<file path="src/rtl/pc_ctrl_pkg.sv">
// Shared types and opcode constants for the branch sequencer and its decoder.
package pc_ctrl_pkg;

    typedef enum logic [1:0] {
        PC_SEQ    = 2'd0,
        PC_TARGET = 2'd1,
        PC_REG    = 2'd2,
        PC_HOLD   = 2'd3
    } pc_sel_t;

    typedef enum logic [2:0] {
        BK_NONE = 3'd0,
        BK_B    = 3'd1,
        BK_BL   = 3'd2,
        BK_CBZ  = 3'd3,
        BK_BLT  = 3'd4,
        BK_BR   = 3'd5
    } br_kind_t;

    typedef enum logic [1:0] {
        ST_IDLE    = 2'd0,
        ST_WAIT    = 2'd1,
        ST_RESOLVE = 2'd2
    } state_t;

    localparam logic [5:0]  OP_B     = 6'b000101;
    localparam logic [5:0]  OP_BL    = 6'b100101;
    localparam logic [7:0]  OP_CBZ   = 8'b10110100;
    localparam logic [7:0]  OP_BCOND = 8'b01010100;
    localparam logic [4:0]  COND_LT  = 5'b01011;
    localparam logic [10:0] OP_BR    = 11'b11010110000;

endpackage

</file>
<file path="src/rtl/branch_decode.sv">
// Combinational classifier: instruction word -> branch kind and byte offset (sext(imm)<<2).
module branch_decode
    import pc_ctrl_pkg::*;
(
    input  logic [31:0] instr,
    output br_kind_t    kind,
    output logic [63:0] offset
);

    always_comb begin
        kind   = BK_NONE;
        offset = '0;
        if (instr[31:26] == OP_B) begin
            kind   = BK_B;
            offset = {{36{instr[25]}}, instr[25:0], 2'b00};
        end else if (instr[31:26] == OP_BL) begin
            kind   = BK_BL;
            offset = {{36{instr[25]}}, instr[25:0], 2'b00};
        end else if (instr[31:24] == OP_CBZ) begin
            kind   = BK_CBZ;
            offset = {{43{instr[23]}}, instr[23:5], 2'b00};
        end else if (instr[31:24] == OP_BCOND && instr[4:0] == COND_LT) begin
            // Only LT is supported; any other condition code is treated as a plain instruction.
            kind   = BK_BLT;
            offset = {{43{instr[23]}}, instr[23:5], 2'b00};
        end else if (instr[31:21] == OP_BR) begin
            kind   = BK_BR;
        end
    end

endmodule

</file>
<file path="src/rtl/branch_sequencer.sv">
// Control-transfer sequencer: decodes branches, holds the PC while the condition
// settles, then steers the PC mux and counts taken branches.
module branch_sequencer
    import pc_ctrl_pkg::*;
#(
    parameter int RESOLVE_CYCLES = 1,
    parameter int CNT_W          = 16
) (
    input  logic             clk,
    input  logic             rst,
    input  logic [31:0]      instr,
    input  logic             instr_valid,
    input  logic [63:0]      pc,
    input  logic [63:0]      reg_b,
    input  logic             zero_flag,
    input  logic             flag_n,
    input  logic             flag_v,
    output logic [1:0]       pc_sel,
    output logic [63:0]      pc_target,
    output logic             stall,
    output logic             flush,
    output logic             busy,
    output logic [CNT_W-1:0] taken_cnt
);

    localparam logic [2:0] WAIT_LOAD = 3'(RESOLVE_CYCLES - 1);

    br_kind_t    dec_kind;
    logic [63:0] dec_off;

    branch_decode u_decode (
        .instr  (instr),
        .kind   (dec_kind),
        .offset (dec_off)
    );

    state_t           state_q, state_d;
    br_kind_t         kind_q, kind_d;
    logic [63:0]      pc_target_q, pc_target_d;
    logic [2:0]       wait_cnt_q, wait_cnt_d;
    logic [CNT_W-1:0] taken_cnt_q, taken_cnt_d;
    pc_sel_t          sel;
    logic             taken;
    logic             stall_c;
    logic             flush_c;

    always_comb begin
        state_d     = state_q;
        kind_d      = kind_q;
        pc_target_d = pc_target_q;
        wait_cnt_d  = wait_cnt_q;
        taken_cnt_d = taken_cnt_q;
        sel         = PC_HOLD;
        taken       = 1'b0;
        stall_c     = 1'b0;
        flush_c     = 1'b0;

        case (state_q)
            ST_IDLE: begin
                if (instr_valid) begin
                    if (dec_kind == BK_NONE) begin
                        sel = PC_SEQ;
                    end else begin
                        kind_d      = dec_kind;
                        pc_target_d = pc + dec_off;
                        wait_cnt_d  = WAIT_LOAD;
                        stall_c     = 1'b1;
                        state_d     = (RESOLVE_CYCLES == 1) ? ST_RESOLVE : ST_WAIT;
                    end
                end
            end
            ST_WAIT: begin
                stall_c    = 1'b1;
                wait_cnt_d = wait_cnt_q - 3'd1;
                if (wait_cnt_d == 3'd0) state_d = ST_RESOLVE;
            end
            ST_RESOLVE: begin
                case (kind_q)
                    BK_B, BK_BL, BK_BR: taken = 1'b1;
                    BK_CBZ:             taken = zero_flag;
                    BK_BLT:             taken = flag_n ^ flag_v;
                    default:            taken = 1'b0;
                endcase
                if (taken) sel = (kind_q == BK_BR) ? PC_REG : PC_TARGET;
                else       sel = PC_SEQ;
                flush_c = taken;
                if (taken && taken_cnt_q != '1) taken_cnt_d = taken_cnt_q + CNT_W'(1);
                state_d = ST_IDLE;
            end
            default: state_d = ST_IDLE;
        endcase

        // Outputs read as idle while reset is held so an aborted branch never flushes.
        if (rst) begin
            sel     = PC_HOLD;
            stall_c = 1'b0;
            flush_c = 1'b0;
        end
    end

    always_ff @(posedge clk) begin
        if (rst) begin
            state_q     <= ST_IDLE;
            kind_q      <= BK_NONE;
            pc_target_q <= '0;
            wait_cnt_q  <= '0;
            taken_cnt_q <= '0;
        end else begin
            state_q     <= state_d;
            kind_q      <= kind_d;
            pc_target_q <= pc_target_d;
            wait_cnt_q  <= wait_cnt_d;
            taken_cnt_q <= taken_cnt_d;
        end
    end

    assign pc_sel    = sel;
    assign pc_target = pc_target_q;
    assign stall     = stall_c;
    assign flush     = flush_c;
    assign busy      = !rst && (state_q != ST_IDLE);
    assign taken_cnt = taken_cnt_q;

    // Fetch must freeze the branch word and its address while we stall.
    a_stall_stable: assert property (@(posedge clk) disable iff (rst)
        stall |=> ($stable(instr) && $stable(pc)));

endmodule

</file>
<file path="config.mk">
export PLATFORM = sky130hd
export DESIGN_NAME = branch_sequencer
export DESIGN_NICKNAME = d
export VERILOG_FILES = /design/src/rtl/pc_ctrl_pkg.sv /design/src/rtl/branch_decode.sv /design/src/rtl/branch_sequencer.sv
export SDC_FILE = /design/constraint.sdc
export NUM_CORES = 1
export LEC_CHECK = 0
export CAP_MARGIN = 20
export CORE_ASPECT_RATIO = 1.2
export CORE_UTILIZATION = 45
export DETAILED_ROUTE_END_ITERATION = 8
export PLACE_DENSITY_LB_ADDON = 0.08
export SLEW_MARGIN = 30
export SYNTH_ARGS = -nofsm -noshare
export SYNTH_HDL_FRONTEND = slang
export SYNTH_SLANG_ARGS = --single-unit
</file>
<file path="constraint.sdc">
create_clock -name clk -period 11.3 [get_ports clk]
set_input_delay 2.26 -clock clk [delete_from_list [all_inputs] [get_ports clk]]
set_output_delay 2.26 -clock clk [all_outputs]
set_load 0.02 [all_outputs]
</file>
# --- After elaboration in Yosys (flattened, before gate mapping) ---
# Cells that the tools add are included.
word_totals:
  latch_bits: 0
  reg_bits: 88
  rom_bits: 0
  in_bits: 166
  n_memories: 0
  output_inout_bits: 85
  ramBits: 0
op_classes:
  order_cmp: 0
  n_div: 0
  n_shift: 0
  mux: 30
  addsub: 3
  n_reduce_logical: 14
  n_mul: 0
  n_bitwise: 2
  n_eq_ne: 17
ops:
  columns: ["op", "n"]
  rows:
  - ["64-bit 2-to-1 mux", 4]
  - ["64-bit adder", 1]
  - ["3-bit 2-to-1 mux", 7]
  - ["16-bit by 1-bit adder with 16-bit output (second input constant)", 1]
  - ["2-bit 2-to-1 mux", 8]
  - ["16-bit != test (second input constant)", 1]
  - ["11-bit == test (second input constant)", 1]
  - ["3-bit AND reduction", 3]
  - ["8-bit by 7-bit == test with 1-bit output (second input constant)", 1]
  - ["8-bit == test (second input constant)", 1]
  - ["2-bit case mux with 2 select lines", 2]
  - ["3-bit by 2-bit == test with 1-bit output (second input constant)", 2]
  - ["3-bit == test (second input constant)", 2]
  - ["6-bit by 3-bit == test with 1-bit output (second input constant)", 1]
  - ["6-bit == test (second input constant)", 1]
  - ["3-bit logical NOT", 2]
  - ["1-bit 2-to-1 mux", 6]
  - ["2-bit != test (second input constant)", 3]
  - ["3-bit case mux with 2 select lines", 1]
  - ["5-bit by 4-bit == test with 1-bit output (second input constant)", 1]
  - ["2-bit nonzero test", 2]
  - ["3-bit by 1-bit == test with 1-bit output (second input constant)", 1]
  - ["1-bit logical AND", 3]
  - ["1-bit case mux with 3 select lines", 1]
  - ["10 further kinds", 10]

# --- Logic depth before layout (Yosys ltp) ---
# Gate-level depths: netlist of run 1.
logic_depth:
  depth_word: 11
  ltp_mapped: 18

# --- Hierarchy ---
# Synthesis of run 1 repeated with hierarchy kept, for this count alone.
unflattened:
  hier_cells: 1032
  hier_area_um2: 7822.5
by_module_without_submodules:
  columns: ["mod", "cells_per_inst", "area_per_inst_um2", "n_inst"]
  rows:
  - ["branch_sequencer", 924, 6837.8, 1]
  - ["branch_decode", 108, 984.7, 1]

# --- Least setup slack after synthesis of run 1 ---
# Ideal clock, no wire load.
synth_timing:
  kind: "input-to-reg"
  from: "input port instr[28]"
  to: "register pc_target_q[62], in the netlist pc_target[62]"
  arrival_time_ns: 5.966
  n_path_buf: 2
  cell_stages: 18
  slack_ns: 5.205
  required_time_ns: 11.171
  setup_time_ns: 0.129
  path_cell_list: "nand2_1 > nor4_1 > and4_1 > a41o_1 > clkbuf_1 > clkbuf_1 > a22o_1 > ha_1 > fa_1 > a21o_1 > a221oi_2 > a21oi_2 > a31oi_4 > o41ai_4 > a21bo_4 > or4_4 > o2111ai_1 > o211ai_2"
synth_via:
  elab_chain_len: 9
synth_rtl:
  columns: ["element", "line_no", "rtl"]
  rows:
  - ["start: declaration", "branch_sequencer.sv:11", "input logic [31:0] instr,"]
  - ["branches (longest 9 deep; another with 64-bit adder)", null, null]
  - ["end signal: assignment", "branch_sequencer.sv:111", "pc_target_q <= pc_target_d;"]
  - ["end: declaration", "branch_sequencer.sv:39", "logic [63:0] pc_target_q, pc_target_d;"]
# Several ways; the timed one is not identified.
# A chain may end at the register's enable or synchronous reset.

# --- Worst setup path after layout of run 1 ---
layout_timing:
  from: "input port instr[29]"
  to: "output port stall"
layout_via:
  elab_chain_len: 11
layout_rtl:
  columns: ["element", "line_no", "rtl"]
  rows:
  - ["11-bit == test or 8-bit by 7-bit == test with 1-bit output (tied branches)", "branch_decode.sv:26, branch_decode.sv:22", null]
  - ["3-bit 2-to-1 mux or 1-bit logical AND (tied branches)", "branch_decode.sv:26, branch_decode.sv:22", null]
  - ["3-bit 2-to-1 mux", "branch_decode.sv:22", "end else if (instr[31:24] == OP_BCOND && instr[4:0] == COND_LT) begin"]
  - ["3-bit 2-to-1 mux", "branch_decode.sv:19", "end else if (instr[31:24] == OP_CBZ) begin"]
  - ["3-bit 2-to-1 mux", "branch_decode.sv:16", "end else if (instr[31:26] == OP_BL) begin"]
  - ["3-bit 2-to-1 mux *", "branch_decode.sv:13", "if (instr[31:26] == OP_B) begin"]
  - ["3-bit logical NOT *", "branch_sequencer.sv:61", "if (dec_kind == BK_NONE) begin"]
  - ["1-bit 2-to-1 mux *", "branch_sequencer.sv:61", null]
  - ["1-bit 2-to-1 mux *", "branch_sequencer.sv:60", "if (instr_valid) begin"]
  - ["1-bit case mux with 2 select lines *", "branch_sequencer.sv:58", "case (state_q)"]
  - ["1-bit 2-to-1 mux *", "branch_sequencer.sv:94", "if (rst) begin"]
  - ["end: declaration", "branch_sequencer.sv:20", "output logic stall,"]
# Mark *: on every way between the ends. The rest lies on a longest branch, timed or not.

==> impl_metrics.env, run 1 <==
export IMPL_period_share=0.6557
export IMPL_coreArea_mm2=0.01583
export IMPL_drt_iter0_markers=438
export IMPL_crit_slowest_cell="clkdlybuf4s50_1"
export IMPL_p_per_area_mw_per_mm2=79.33
export IMPL_htree_levels=3
export IMPL_path_max_fanout=14
export IMPL_ant_nets=0
export IMPL_path_class="input port to output port"
export IMPL_min_path_type="flop to flop"
export IMPL_synth_seq_cells=84
export IMPL_p_leak_nw=3.810
export IMPL_ir_drop_mv=0.06641
export IMPL_cts_tree="yes"
export IMPL_r2r_start="taken_cnt[3]"
export IMPL_vias=8010
export IMPL_syn_avg_cell_area_um2=7.227
export IMPL_yosysWarnings=0
export IMPL_area_delta_synth_final_pct=30.85
export IMPL_placed_area_mm2=0.009345
export IMPL_rsz0062_at_grt="false"
export IMPL_stdcell_area_mm2=0.009654
export IMPL_routed_wl_um=23610
export IMPL_grt_pass1_vias=7530
export IMPL_grt_overflow=0
export IMPL_cp_startpoint="instr[29]"
export IMPL_ff2ff_path_depth=9
export IMPL_worstMarginPinSlew_ns=0.8262
export IMPL_synth_ff_type="dfxtp_1"
export IMPL_avgRoutedWirePerCell_um=17.02
export IMPL_drv_cap=0
export IMPL_cp_required_ns=9.04
export IMPL_die_y_um=142.3
export IMPL_hold_viol=0
export IMPL_dieArea_mm2=0.01691
export IMPL_gp_congestion=0.9535
export IMPL_clock_sinks=84
export IMPL_die_x_um=118.9
export IMPL_final_nets=1403
export IMPL_fmaxAchievable_mhz=135.0
export IMPL_io_pins=251
export IMPL_first_pass_iters=5
export IMPL_numCtsBuffers=9
export IMPL_ys_seq_area_frac=0.2279
export IMPL_clk_path_buf_depth=2
export IMPL_tns_ns=0
export IMPL_cp_common_cell="clkdlybuf4s50_1"
export IMPL_layout_drive_gt1_share=0.03393
export IMPL_synth_edff_count=0
export IMPL_async_flop_share=0
export IMPL_path_cells="clkdlybuf4s50_1 > nand2b_1 > nor4_1 > and4_1 > a41o_1 > o311a_2 > nand2_1 > inv_1 > clkdlybuf4s50_1"
export IMPL_cpPeakStageDelay_ns=0.60
export IMPL_grt_start_max_net_pins=65
export IMPL_n_fill_cell=1518
export IMPL_n_antenna_cell=0
export IMPL_port_buffers=186
export IMPL_drv_slew=0
export IMPL_postCtsSetupRepairBufs=0
export IMPL_holdBufCountCts=0
export IMPL_root_buffer="clkbuf_16"
export IMPL_syn_nets=1250
export IMPL_worst_ep_arrival_time_ns=5.15
export IMPL_slew_headroom=0.4492
export IMPL_r2r_end="taken_cnt[5]"
export IMPL_final_core_util=0.6100
export IMPL_cp_end_kind="output port"
export IMPL_drcViolationCount=0
export IMPL_final_setup_skew_ns=0.006157
export IMPL_endpoint="stall"
export IMPL_dp_hpwl_um=17900
export IMPL_rrSetupSlack_ns=8.85
export IMPL_start_util=0.4662
export IMPL_netlist_area_mm2=0.007378
export IMPL_antenna_found_initial=0
export IMPL_syn_inst=1021
export IMPL_clk_pin_slew_ns=0.06
export IMPL_grt_pass1_wl_um=37770
export IMPL_period_needed_ns=7.409
export IMPL_clk_latency_ns=0.36
export IMPL_status="completed"
export IMPL_worst_setup_path_start_kind="input port"
export IMPL_setup_viol_count_final=0
export IMPL_ys_types=79
export IMPL_vias_per_cell=5.775
export IMPL_cts_resized=0
export IMPL_rows=50
export IMPL_grt_use_total=0.2797
## per-stage QoR
step / cells / worst slack [ns] / power (W) / hold slack [ns]
final: 1387 / 3.891 / 0.0007658 / 0.4431
after floorplan: 1021 / 5.205 / 0.0003870 / 0.4539
after detailed placement: 1371 / 3.888 / 0.0004515 / 0.4379
after global placement: 1371 / 3.911 / 0.0004522 / 0.4316
after global routing: 1387 / 3.652 / 0.0007961 / 0.4621
after CTS: 1387 / 3.883 / 0.0007719 / 0.4473
## routing by layer
layer	track usage	wire, um	vias up
li1	-	-	4023
met1	0.3531	10630	3703
met2	0.4835	11190	250
met3	0.03165	1149	34
met4	0.1146	641	0
met5	0	0	-
## worst min-delay path by stage
stage                              from             to  depth (start not counted)
after floorplan               kind_q[1]      kind_q[1]                          2
after global placement    pc_target[59]  pc_target[59]                          2
after detailed placement  pc_target[59]  pc_target[59]                          2
after CTS                 pc_target[59]  pc_target[59]                          2
after global routing       pc_target[7]   pc_target[7]                          2
final                     pc_target[59]  pc_target[59]                          2
## cell families (layout without fill, tap and decap cells)
kind of cell	Yosys count	count (layout)	synth area share
DFF	84	84	0.2279
muxes	3	3	0.004070
xor gates and xnor gates	61	61	0.07241
AOI/OAI and AO/OA	330	330	0.2900
and+or+nand+nor	398	398	0.2517
adders and majority gates	63	63	0.1079
buffers and inverters	82	240	0.04612
## layout make-up
class                           count  area, um2  area share
Clock buffer                        9      225.2     0.02333
Inverter                           32      120.1     0.01244
Multi-Input combinational cell    855       5381      0.5574
Tap cell                          208      260.3     0.02696
Sequential cell                    84       1682      0.1742
Timing Repair Buffer              192       1902      0.1970
Clock inverter                      7      83.83    0.008683
## flip-flops by register name, summed over array words and instances (netlist names)
register and flops:
state_q 1, kind_q 3, taken_cnt 16, pc_target 64
## critical path, delay by kind of cell
family                 cells  cell delay (ns)
buffers and inverters      3             1.44
and+or+nand+nor            4             0.82
AOI/OAI and AO/OA          2             0.61
## synth_stat cells, types with 12 or more instances
master | n | area (um2)
a21oi_1 | 122 | 610.6
nand3_1 | 27 | 135.1
a31oi_1 | 12 | 75.07
nand4_1 | 23 | 143.9
a22o_1 | 18 | 157.7
clkbuf_1 | 37 | 138.9
nor3_1 | 25 | 125.1
a211oi_1 | 12 | 90.09
o21ai_0 | 37 | 185.2
a21o_1 | 15 | 112.6
nor2_1 | 75 | 281.5
nand2_1 | 175 | 656.9
dfxtp_1 | 84 | 1682
xor2_1 | 34 | 297.8
o21ai_1 | 30 | 150.1
and3_1 | 15 | 93.84
nand3b_1 | 12 | 90.09
ha_1 | 62 | 775.7
inv_1 | 31 | 116.4
o21bai_1 | 19 | 142.6
xnor2_1 | 27 | 236.5
## where the power goes
| part | total [W] | switching, W | internal [W] | leakage, nW |
|---|---|---|---|---|
| combinational | 0.000148 | 0.0000795 | 0.0000683 | 2.98 |
| sequential | 0.000300 | 0.00000136 | 0.000298 | 0.677 |
| clock | 0.000318 | 0.000143 | 0.000175 | 0.149 |
## cells in the final DEF, fill, tap and decap left out, types with 19 or more instances in the layout
| cell type | count |
|---|---|
| nand3_1 | 27 |
| o21bai_1 | 19 |
| o21ai_0 | 37 |
| dfxtp_1 | 84 |
| nand4_1 | 23 |
| a21oi_1 | 122 |
| nand2_1 | 175 |
| clkdlybuf4s50_1 | 185 |
| o21ai_1 | 30 |
| xor2_1 | 34 |
| ha_1 | 62 |
| xnor2_1 | 27 |
| inv_1 | 31 |
| nor3_1 | 25 |
| nor2_1 | 75 |
(Power assumes the default switching activity.)
==> inputs of run 2 (changes only) <==
--- a/config.mk
+++ b/config.mk
@@ -7,7 +7,7 @@
 export LEC_CHECK = 0
 export CAP_MARGIN = 20
 export CORE_ASPECT_RATIO = 1.2
-export CORE_UTILIZATION = 45
+export CORE_UTILIZATION = 43
 export DETAILED_ROUTE_END_ITERATION = 8
 export PLACE_DENSITY_LB_ADDON = 0.08
 export SLEW_MARGIN = 30
==> constraint.sdc (replaced) <==
create_clock -name clk -period 6.8 [get_ports clk]
set_input_delay 1.36 -clock clk [delete_from_list [all_inputs] [get_ports clk]]
set_output_delay 1.36 -clock clk [all_outputs]
set_load 0.02 [all_outputs]
==> run 2 against run 1 <==
Global-route usage shrank 1.4 points. Sequential power grew 66%. Combinational power grew 66%. Highest routed layer unchanged. Register-to-register slack lost 4.5 ns. Final area grew 0.29%. Non-clock buffer count grew 3.
==> impl_metrics.env, run 2 (synthesis gave the netlist of run 1 again) <==
export IMPL_die_x_um=121.6
export IMPL_rsz0062_at_grt="false"
export IMPL_n_antenna_cell=0
export IMPL_first_pass_iters=6
export IMPL_p_per_area_mw_per_mm2=129.8
export IMPL_layout_commonest_cell="clkdlybuf4s50_1"
export IMPL_worstMarginPinSlew_ns=0.9205
export IMPL_dp_cells=1382
export IMPL_htree_levels=3
export IMPL_crit_family="compound AO/OA/AOI/OAI gates"
export IMPL_final_cells=1398
export IMPL_path_cells="clkdlybuf4s50_1 > nand2b_1 > nor4_1 > and4_1 > a41o_1 > nand2_1 > nand2_1 > buf_4 > ha_1 > a21oi_1 > o21a_1 > o2111ai_1 > o21ai_1 > o311ai_1 > o21ai_1 > mux2i_1 > nand3_1"
export IMPL_rrSetupSlack_ns=4.33
export IMPL_avgRoutedWirePerCell_um=16.78
export IMPL_root_buffer="clkbuf_16"
export IMPL_hold_slack_ns=0.4453
export IMPL_drv_cap=0
export IMPL_path_buf_inv=2
export IMPL_drt_iter0_markers=465
export IMPL_start_util=0.4379
export IMPL_largest_reg_flops=64
export IMPL_regArea_mm2=0.001682
export IMPL_cp_depth=17
export IMPL_antenna_found_initial=0
export IMPL_crit_slowest_cell="o21ai_1"
export IMPL_grt_pass1_vias=7495
export IMPL_clk_path_buf_depth=2
export IMPL_slew_headroom=0.3863
export IMPL_grt_overflow=0
export IMPL_area_delta_synth_final_pct=31.22
export IMPL_rows=52
export IMPL_placed_area_mm2=0.009378
export IMPL_period_share=0.8633
export IMPL_multiInputGateArea_mm2=0.005381
export IMPL_setup_viol_count_final=0
export IMPL_period_needed_ns=5.870
export IMPL_cts_resized=0
export IMPL_p_leak_nw=3.824
export IMPL_setup_ws_ns=0.9295
export IMPL_final_setup_skew_ns=0.008786
export IMPL_clock_sinks=84
export IMPL_grt_use_total=0.2655
export IMPL_status="completed"
export IMPL_grt_start_max_net_pins=89
export IMPL_final_cell_mix="clkdlybuf4s50_1 (185), nand2_1 (175), a21oi_1 (122)"
export IMPL_drv_slew=0
export IMPL_ir_drop_mv=0.1303
export IMPL_coreArea_mm2=0.01685
export IMPL_routed_wl_um=23460
export IMPL_io_pins=251
export IMPL_cp_end_kind="flop"
export IMPL_cts_tree="yes"
export IMPL_stdcell_area_mm2=0.009682
export IMPL_dieArea_mm2=0.01769
export IMPL_grt_pass1_wl_um=37320
export IMPL_postCtsSetupRepairBufs=0
export IMPL_drcViolationCount=0
export IMPL_clk_pin_slew_ns=0.07
export IMPL_dp_slack_ns=0.6144
export IMPL_port_buffers=186
export IMPL_die_y_um=145.5
export IMPL_min_delay_path_depth=2
export IMPL_vias=7948
export IMPL_ant_nets=0
export IMPL_gp_congestion=0.9454
export IMPL_tns_ns=0
export IMPL_holdBufCountCts=0
export IMPL_n_fill_cell=1660
export IMPL_clk_latency_ns=0.36
export IMPL_path_class="input port to flop"
export IMPL_hold_viol=0
export IMPL_cpPeakStageDelay_ns=0.62
export IMPL_fmaxAchievable_mhz=170.3
export IMPL_ff2ff_path_depth=9
export IMPL_vias_per_cell=5.685
export IMPL_cp_required_ns=7.05
export IMPL_layout_drive_gt1_share=0.03638
export IMPL_final_nets=1406
export IMPL_numCtsBuffers=9
export IMPL_min_path_type="flop to flop"
export IMPL_path_max_fanout=25
export IMPL_worst_ep_arrival_time_ns=6.12
export IMPL_worst_setup_path_start_kind="input port"
export IMPL_dp_hpwl_um=18250
-- run 2: changes by cell type in the layout (fill, tap and decap cells not counted) --
cell	previous run	this run
clkinvlp_4	1	0
clkinv_8	0	2
bufinv_16	1	0
clkinv_4	2	1
inv_6	2	3
buf_4	6	9
-- run 2: per-stage QoR --
stage / power [W] / util
floorplan: 0.0006430 / -
global placement: 0.0007518 / 0.5565
detailed placement: 0.0007512 / 0.5565
CTS: 0.001266 / 0.5745
global route: 0.001307 / 0.5745
finish: 0.001256 / 0.5745
-- run 2: power breakdown --
| part | total [W] | internal, W | switching [W] |
|---|---|---|---|
| clock | 0.000514 | 0.000262 | 0.000253 |
| sequential | 0.000498 | 0.000495 | 0.00000218 |
| combinational | 0.000245 | 0.000114 | 0.000131 |
| total | 0.00126 | 0.000871 | 0.000386 |
-- run 2: layout make-up --
type,count,share of cell area
multi-input combinational,855,0.5558
inverter,32,0.01241
clock inverter,7,0.008142
tap,216,0.02791
sequential,84,0.1737
timing repair buffer,195,0.1988
clock buffer,9,0.02326
-- run 2: layer usage --
metal | GRT usage | wire [um] | up-vias
met5 | 0 | 0 | -
li1 | - | - | 4030
met1 | 0.3245 | 10370 | 3654
met2 | 0.4673 | 11450 | 225
met4 | 0.1049 | 637 | 0
met3 | 0.03017 | 999 | 39
-- run 2: worst paths after layout --
kind | startpoint | endpoint
worst min-delay path | pc_target[59] | pc_target[59]
worst max register to register | taken_cnt[3] | taken_cnt[9]
worst max-delay path | instr[29] | pc_target[61]
worst min register to register | pc_target[59] | pc_target[59]
-- run 2: tightest hold or removal path, stage by stage, from the launching register on --
cell	delay [ns]
dfxtp_1	0.31
nand2_1	0.05
o21ai_1	0.05
